`src/rtl/stopwatch_pkg.sv`:
```
`default_nettype none
// ============================================================================
// stopwatch_pkg : shared types and ASCII constants for the stopwatch reporter
// Revision      : 1.0
// ============================================================================
package stopwatch_pkg;

    typedef enum logic [2:0] {
        IDLE    = 3'd0,
        LOAD    = 3'd1,
        START   = 3'd2,
        WAIT_HI = 3'd3,
        WAIT_LO = 3'd4
    } state_e;

    localparam logic [7:0] ASCII_0     = 8'h30;
    localparam logic [7:0] ASCII_COLON = 8'h3A;
    localparam logic [7:0] ASCII_DOT   = 8'h2E;
    localparam logic [7:0] ASCII_CR    = 8'h0D;
    localparam logic [7:0] ASCII_LF    = 8'h0A;

    localparam int FRAME_LEN_CRLF   = 13;
    localparam int FRAME_LEN_NOCRLF = 11;

endpackage
`default_nettype wire

```
`src/rtl/bin2ascii2.sv`:
```
`default_nettype none
// ============================================================================
// bin2ascii2 : clamps a value and renders it as two ASCII decimal digits
// Revision   : 1.0
// ============================================================================
module bin2ascii2
    import stopwatch_pkg::*;
#(
    parameter int CLAMP_VAL = 99
) (
    input  logic [6:0] val_i,
    output logic [7:0] tens_o,
    output logic [7:0] ones_o
);

    logic [6:0] w_val;
    logic [6:0] w_tens;
    logic [6:0] w_ones;

    always_comb begin
        w_val = val_i;
        if (int'(val_i) > CLAMP_VAL) begin
            w_val = 7'(CLAMP_VAL);
        end
        w_tens = w_val / 7'd10;
        w_ones = w_val % 7'd10;
    end

    assign tens_o = ASCII_0 + {1'b0, w_tens};
    assign ones_o = ASCII_0 + {1'b0, w_ones};

endmodule
`default_nettype wire

```
`src/rtl/stopwatch_uart_reporter.sv`:
```
`default_nettype none
// ============================================================================
// stopwatch_uart_reporter : sends a snapshot "HH:MM:SS.cc\r\n" through uart_tx
// Revision                : 1.0
// ============================================================================
module stopwatch_uart_reporter
    import stopwatch_pkg::*;
#(
    parameter bit SEND_CRLF = 1'b1,
    parameter int CLAMP_VAL = 99
) (
    input  logic       clk,
    input  logic       rst,
    input  logic       i_report,
    input  logic [6:0] msec,
    input  logic [5:0] sec,
    input  logic [5:0] min,
    input  logic [4:0] hour,
    input  logic       i_tx_busy,
    output logic [7:0] o_tx_data,
    output logic       o_tx_start,
    output logic       o_busy
);

    localparam logic [3:0] LAST_IDX = SEND_CRLF ? 4'd12 : 4'd10;

    state_e     state_q, state_d;
    logic [3:0] idx_q, idx_d;
    logic       pending_q, pending_d;
    logic [7:0] tx_data_q, tx_data_d;
    logic [6:0] msec_q;
    logic [5:0] sec_q;
    logic [5:0] min_q;
    logic [4:0] hour_q;
    logic       w_capture;
    logic [7:0] w_byte;
    logic [7:0] w_h1, w_h0, w_m1, w_m0, w_s1, w_s0, w_c1, w_c0;

    bin2ascii2 #(.CLAMP_VAL(CLAMP_VAL)) u_hour (.val_i({2'b00, hour_q}), .tens_o(w_h1), .ones_o(w_h0));
    bin2ascii2 #(.CLAMP_VAL(CLAMP_VAL)) u_min  (.val_i({1'b0, min_q}),   .tens_o(w_m1), .ones_o(w_m0));
    bin2ascii2 #(.CLAMP_VAL(CLAMP_VAL)) u_sec  (.val_i({1'b0, sec_q}),   .tens_o(w_s1), .ones_o(w_s0));
    bin2ascii2 #(.CLAMP_VAL(CLAMP_VAL)) u_msec (.val_i(msec_q),          .tens_o(w_c1), .ones_o(w_c0));

    always_comb begin
        case (idx_q)
            4'd0:    w_byte = w_h1;
            4'd1:    w_byte = w_h0;
            4'd2:    w_byte = ASCII_COLON;
            4'd3:    w_byte = w_m1;
            4'd4:    w_byte = w_m0;
            4'd5:    w_byte = ASCII_COLON;
            4'd6:    w_byte = w_s1;
            4'd7:    w_byte = w_s0;
            4'd8:    w_byte = ASCII_DOT;
            4'd9:    w_byte = w_c1;
            4'd10:   w_byte = w_c0;
            4'd11:   w_byte = ASCII_CR;
            4'd12:   w_byte = ASCII_LF;
            default: w_byte = 8'h00;
        endcase
    end

    assign w_capture = (state_q == IDLE) && (i_report || pending_q);

    always_comb begin
        state_d   = state_q;
        idx_d     = idx_q;
        pending_d = pending_q;
        tx_data_d = tx_data_q;
        case (state_q)
            IDLE: begin
                if (w_capture) begin
                    pending_d = 1'b0;
                    idx_d     = 4'd0;
                    state_d   = LOAD;
                end
            end
            LOAD: begin
                tx_data_d = w_byte;
                state_d   = START;
            end
            START: state_d = WAIT_HI;
            WAIT_HI: begin
                if (i_tx_busy) begin
                    state_d = WAIT_LO;
                end
            end
            WAIT_LO: begin
                if (!i_tx_busy) begin
                    if (idx_q == LAST_IDX) begin
                        state_d = IDLE;
                    end else begin
                        idx_d   = idx_q + 4'd1;
                        state_d = LOAD;
                    end
                end
            end
            default: state_d = IDLE;
        endcase
        // Requests during a frame collapse into a single queued frame.
        if ((state_q != IDLE) && i_report) begin
            pending_d = 1'b1;
        end
    end

    always_ff @(posedge clk or negedge rst) begin
        if (!rst) begin
            state_q   <= IDLE;
            idx_q     <= 4'd0;
            pending_q <= 1'b0;
            tx_data_q <= 8'h00;
            msec_q    <= 7'd0;
            sec_q     <= 6'd0;
            min_q     <= 6'd0;
            hour_q    <= 5'd0;
        end else begin
            state_q   <= state_d;
            idx_q     <= idx_d;
            pending_q <= pending_d;
            tx_data_q <= tx_data_d;
            if (w_capture) begin
                msec_q <= msec;
                sec_q  <= sec;
                min_q  <= min;
                hour_q <= hour;
            end
        end
    end

    assign o_tx_data  = tx_data_q;
    assign o_tx_start = (state_q == START);
    assign o_busy     = (state_q != IDLE);

endmodule
`default_nettype wire
```
`config.mk`:
```
export PLATFORM = sky130hd
export DESIGN_NAME = stopwatch_uart_reporter
export DESIGN_NICKNAME = d
export VERILOG_FILES = /design/src/rtl/stopwatch_pkg.sv /design/src/rtl/bin2ascii2.sv /design/src/rtl/stopwatch_uart_reporter.sv
export SDC_FILE = /design/constraint.sdc
export NUM_CORES = 1
export LEC_CHECK = 0
export CORE_AREA = 5 5 95 97
export DETAILED_ROUTE_END_ITERATION = 8
export DIE_AREA = 0 0 100 102
export GPL_TIMING_DRIVEN = 1
export PLACE_DENSITY = 0.7
export SLEW_MARGIN = 20
export SYNTH_ARGS = -nofsm -noshare
export SYNTH_HDL_FRONTEND = slang
export SYNTH_SLANG_ARGS = --single-unit
```
`constraint.sdc`:
```
create_clock -name clk -period 6.7 [get_ports clk]
set_clock_uncertainty 0.2 [all_clocks]
set_input_delay 1.005 -clock clk [delete_from_list [all_inputs] [get_ports clk]]
set_output_delay 1.005 -clock clk [all_outputs]
set_load 0.01 [all_outputs]
```
==> flow_summary.ini <==
[detailed_routing]
drt-initial-drc-count = 246
drc = 0
ant_nets = 0
wirelength_um = 8933
routedWlPerCell_um = 15.30
via_per_inst = 5.955
num_vias = 3478
drt_pass1_iterations = 5

[critical_path]
critical-path-top-delay-family = simple AND/OR/NAND/NOR gates
cp-end-kind = register
crit_path_top_delay_cell = dfrtp_1
path_max_fanout = 14
worstSetupPathType = reg2reg
worst-path-buf-inv = 1
crit_arrival_ns = 5.62
crit_chain = nand2_1 -> and2_2 -> ha_1 -> nand4b_2 -> o21ai_0 -> ha_1 -> or2_1 -> o22ai_1 -> mux2i_1 -> and2_1 -> nand2_1 -> a211o_2 -> xnor2_1 -> ha_1 -> inv_1 -> o31ai_1 -> nand3b_2 -> a311oi_4 -> or3b_1 -> xnor2_1 -> o21ai_1
crit_required_ns = 6.67
critPathMaxStageDelay_ns = 0.57
cp_common_cell = ha_1
startpoint_type = register

[die]
row_count = 33
die_x_um = 100
initial_core_util_pct = 45.97
io_pins = 38
dieArea_um2 = 10200
core_um2 = 8051
die_h_um = 102

[status]
status = completed

[clock_network]
cts_resized = 0
insertion_delay_ns = 0.30
cts_buffers = 5
clk_path_buf_depth = 2
htree_levels = 2
cts_setup_buffers = 0
ctsHoldBuffers = 0
clock_sinks = 40
clk_pin_slew_ns = 0.09
tritoncts = yes
clockRootBuffer = clkbuf_8

[timing]
hold_viol = 0
setup_violations = 0
fin_crit_ns = 5.645
fin_setup_tns_ns = 0
fmax_ghz = 0.1771
finalMaxSlewViolations = 0
slew_headroom_pct = 38.61
grt_setup_unrepaired = no
postLayoutSetupSlackWorst_ns = 1.055
tightest_slew_ns = 0.9209
fin_crit_sh_pct = 84.26

[cells_and_area]
drive_gt1_share_pct = 10.65
layout_common_cells = nand2_1 (44), dfrtp_1 (40), o21ai_0 (38), nor2_1 (36), clkdlybuf4s50_1 (36)
nets = 521
area_growth_pct = 13.29
fin_cells = 584
num-fill-cells = 813
layout_commonest_cell = nand2_1
n_antenna_cell = 0
utilization_pct = 52.07

[logic_synthesis]
synth_seq_area_share_pct = 27.05
ys_async_sr_fraction_pct = 100.0
ys_warn_count = 0
ys_ff_latch = 40
synth_edf_count = 0
synth_area_um2 = 3701
synth_fp_nets = 507
synthCells = 464
synth_cell_types = 67
syn_avg_cell_area_um2 = 7.976
synth_ff_type = dfrtp_1

[global_route]
grt_pass1_vias = 3227
grt_pass1_wl_um = 15280
grtUsageTotal_pct = 17.91
grt_max_degree = 41
antenna_found_initial = 0
gr-total-overflow = 0

[job]
cap_violations = 0

[placement]
pre_cts_ws_ns = 1.079
hpwl_um = 6583
place.gp.congestion = 0.8758
port_buffers = 37
dp.cells = 576

[power_and_ir_drop]
pwr_density_cell_nw_per_um2 = 605.4
peakVddDrop_mv = 0.2375
finalPower_mw = 2.538
leakage_nw = 1.646

[worst_hold_path]
hold_path.class = reg2reg
==> logic make-up (layout without fill, tap and decap cells) <==
| family | count (synthesis) | in the layout | synth area share (%) |
|---|---|---|---|
| AO/OA/AOI/OAI | 149 | 149 | 26.94 |
| adder cells (fa/ha/maj) | 15 | 15 | 5.071 |
| multiplexers | 28 | 28 | 8.249 |
| buffers and inverters | 49 | 64 | 5.747 |
| XOR/XNOR | 14 | 14 | 3.313 |
| AND/OR/NAND/NOR | 169 | 169 | 23.63 |
| flip-flops | 40 | 40 | 27.05 |
==> metal layers <==
layer	GRT usage, %	vias up	share of wire [%]
met4	4.041	0	1.4
met5	0	-	0
li1	-	1733	-
met3	2.662	13	4.3
met2	28.53	90	46
met1	25.82	1642	49
==> stage by stage <==
step	area (µm²)	hold slack, ns
after floorplan	3701	0.3098
after global placement	4066	0.2669
after detailed placement	4066	0.2762
after CTS	4193	0.2958
after global routing	4193	0.3280
final	4193	0.2962
==> worst reg2reg max path, stage by stage (launching register included) <==
cell	delay (ns)
dfrtp_1	0.57
nand2_1	0.19
and2_2	0.23
ha_1	0.24
nand4b_2	0.16
o21ai_0	0.11
ha_1	0.24
or2_1	0.26
o22ai_1	0.20
mux2i_1	0.28
and2_1	0.26
nand2_1	0.09
a211o_2	0.36
xnor2_1	0.26
ha_1	0.22
inv_1	0.09
o31ai_1	0.35
nand3b_2	0.21
a311oi_4	0.34
or3b_1	0.41
xnor2_1	0.17
o21ai_1	0.07
==> report_power, final <==
group / total [mW] / internal [mW] / switching, mW
Clock: 0.225 / 0.132 / 0.0933
Sequential: 0.559 / 0.348 / 0.211
Combinational: 1.75 / 0.779 / 0.976
==> path summary, 6_finish.rpt <==
check,endpoint,depth (start not counted),from,slack [ns]
setup / recovery,o_tx_data[6]$_DFFE_PN0P_,21,msec_q[6]$_DFFE_PN0P_,1.05
hold / removal,o_tx_data[6]$_DFFE_PN0P_,2,o_tx_data[6]$_DFFE_PN0P_,0.30
setup reg to reg,o_tx_data[6]$_DFFE_PN0P_,21,msec_q[6]$_DFFE_PN0P_,1.05
hold reg to reg,o_tx_data[6]$_DFFE_PN0P_,2,o_tx_data[6]$_DFFE_PN0P_,0.30
max in group asynchronous,idx_q[2]$_DFFE_PN0P_,1,rst,5.09
min in group asynchronous,msec_q[0]$_DFFE_PN0P_,1,rst,0.64
==> final cells by class <==
class	instances	area [µm²]	share of cell area, %
inverter	17	63.81	1.522
timing repair buffer	39	380.4	9.072
clock buffer	7	96.34	2.298
tap	105	131.4	3.133
clock inverter	1	30.03	0.7162
multi-input combinational	375	2490	59.39
sequential	40	1001	23.87
==> sequential cells by signal (all words and copies together), names as in the netlist <==
signal	cells
sec_q	6
pending_q	1
min_q	6
state_q	3
hour_q	5
msec_q	7
o_tx_data	8
idx_q	4
==> synth_stat cells, types with 3 or more instances <==
master	n	area (µm²)
o221ai_1	3	26.28
mux2i_1	8	80.08
nand4b_1	3	26.28
or3_1	5	31.28
o2111ai_1	4	35.03
o21a_1	4	30.03
and2_1	3	18.77
nor3b_1	6	45.04
o21bai_1	3	22.52
clkbuf_1	22	82.58
dfrtp_1	40	1001
a21o_1	3	22.52
a22oi_1	4	30.03
nor3_1	19	95.09
nand2b_1	10	62.56
o21ai_0	38	190.2
xor2_1	5	43.79
a21oi_1	30	150.1
o211ai_1	4	30.03
xnor2_1	9	78.83
nor2b_1	12	75.07
a22o_1	5	43.79
nand2_1	44	165.2
a211oi_1	7	52.55
o22ai_1	8	50.05
a311oi_1	3	26.28
a31oi_1	7	43.79
ha_1	15	187.7
nand3_1	6	30.03
nor2_1	37	138.9
mux2_2	20	225.2
buf_1	3	11.26
o31ai_1	7	52.55
inv_1	17	63.81
nand4_1	4	25.02
buf_2	3	15.01
or2_2	3	18.77
Power figures use the tool's default switching activity.
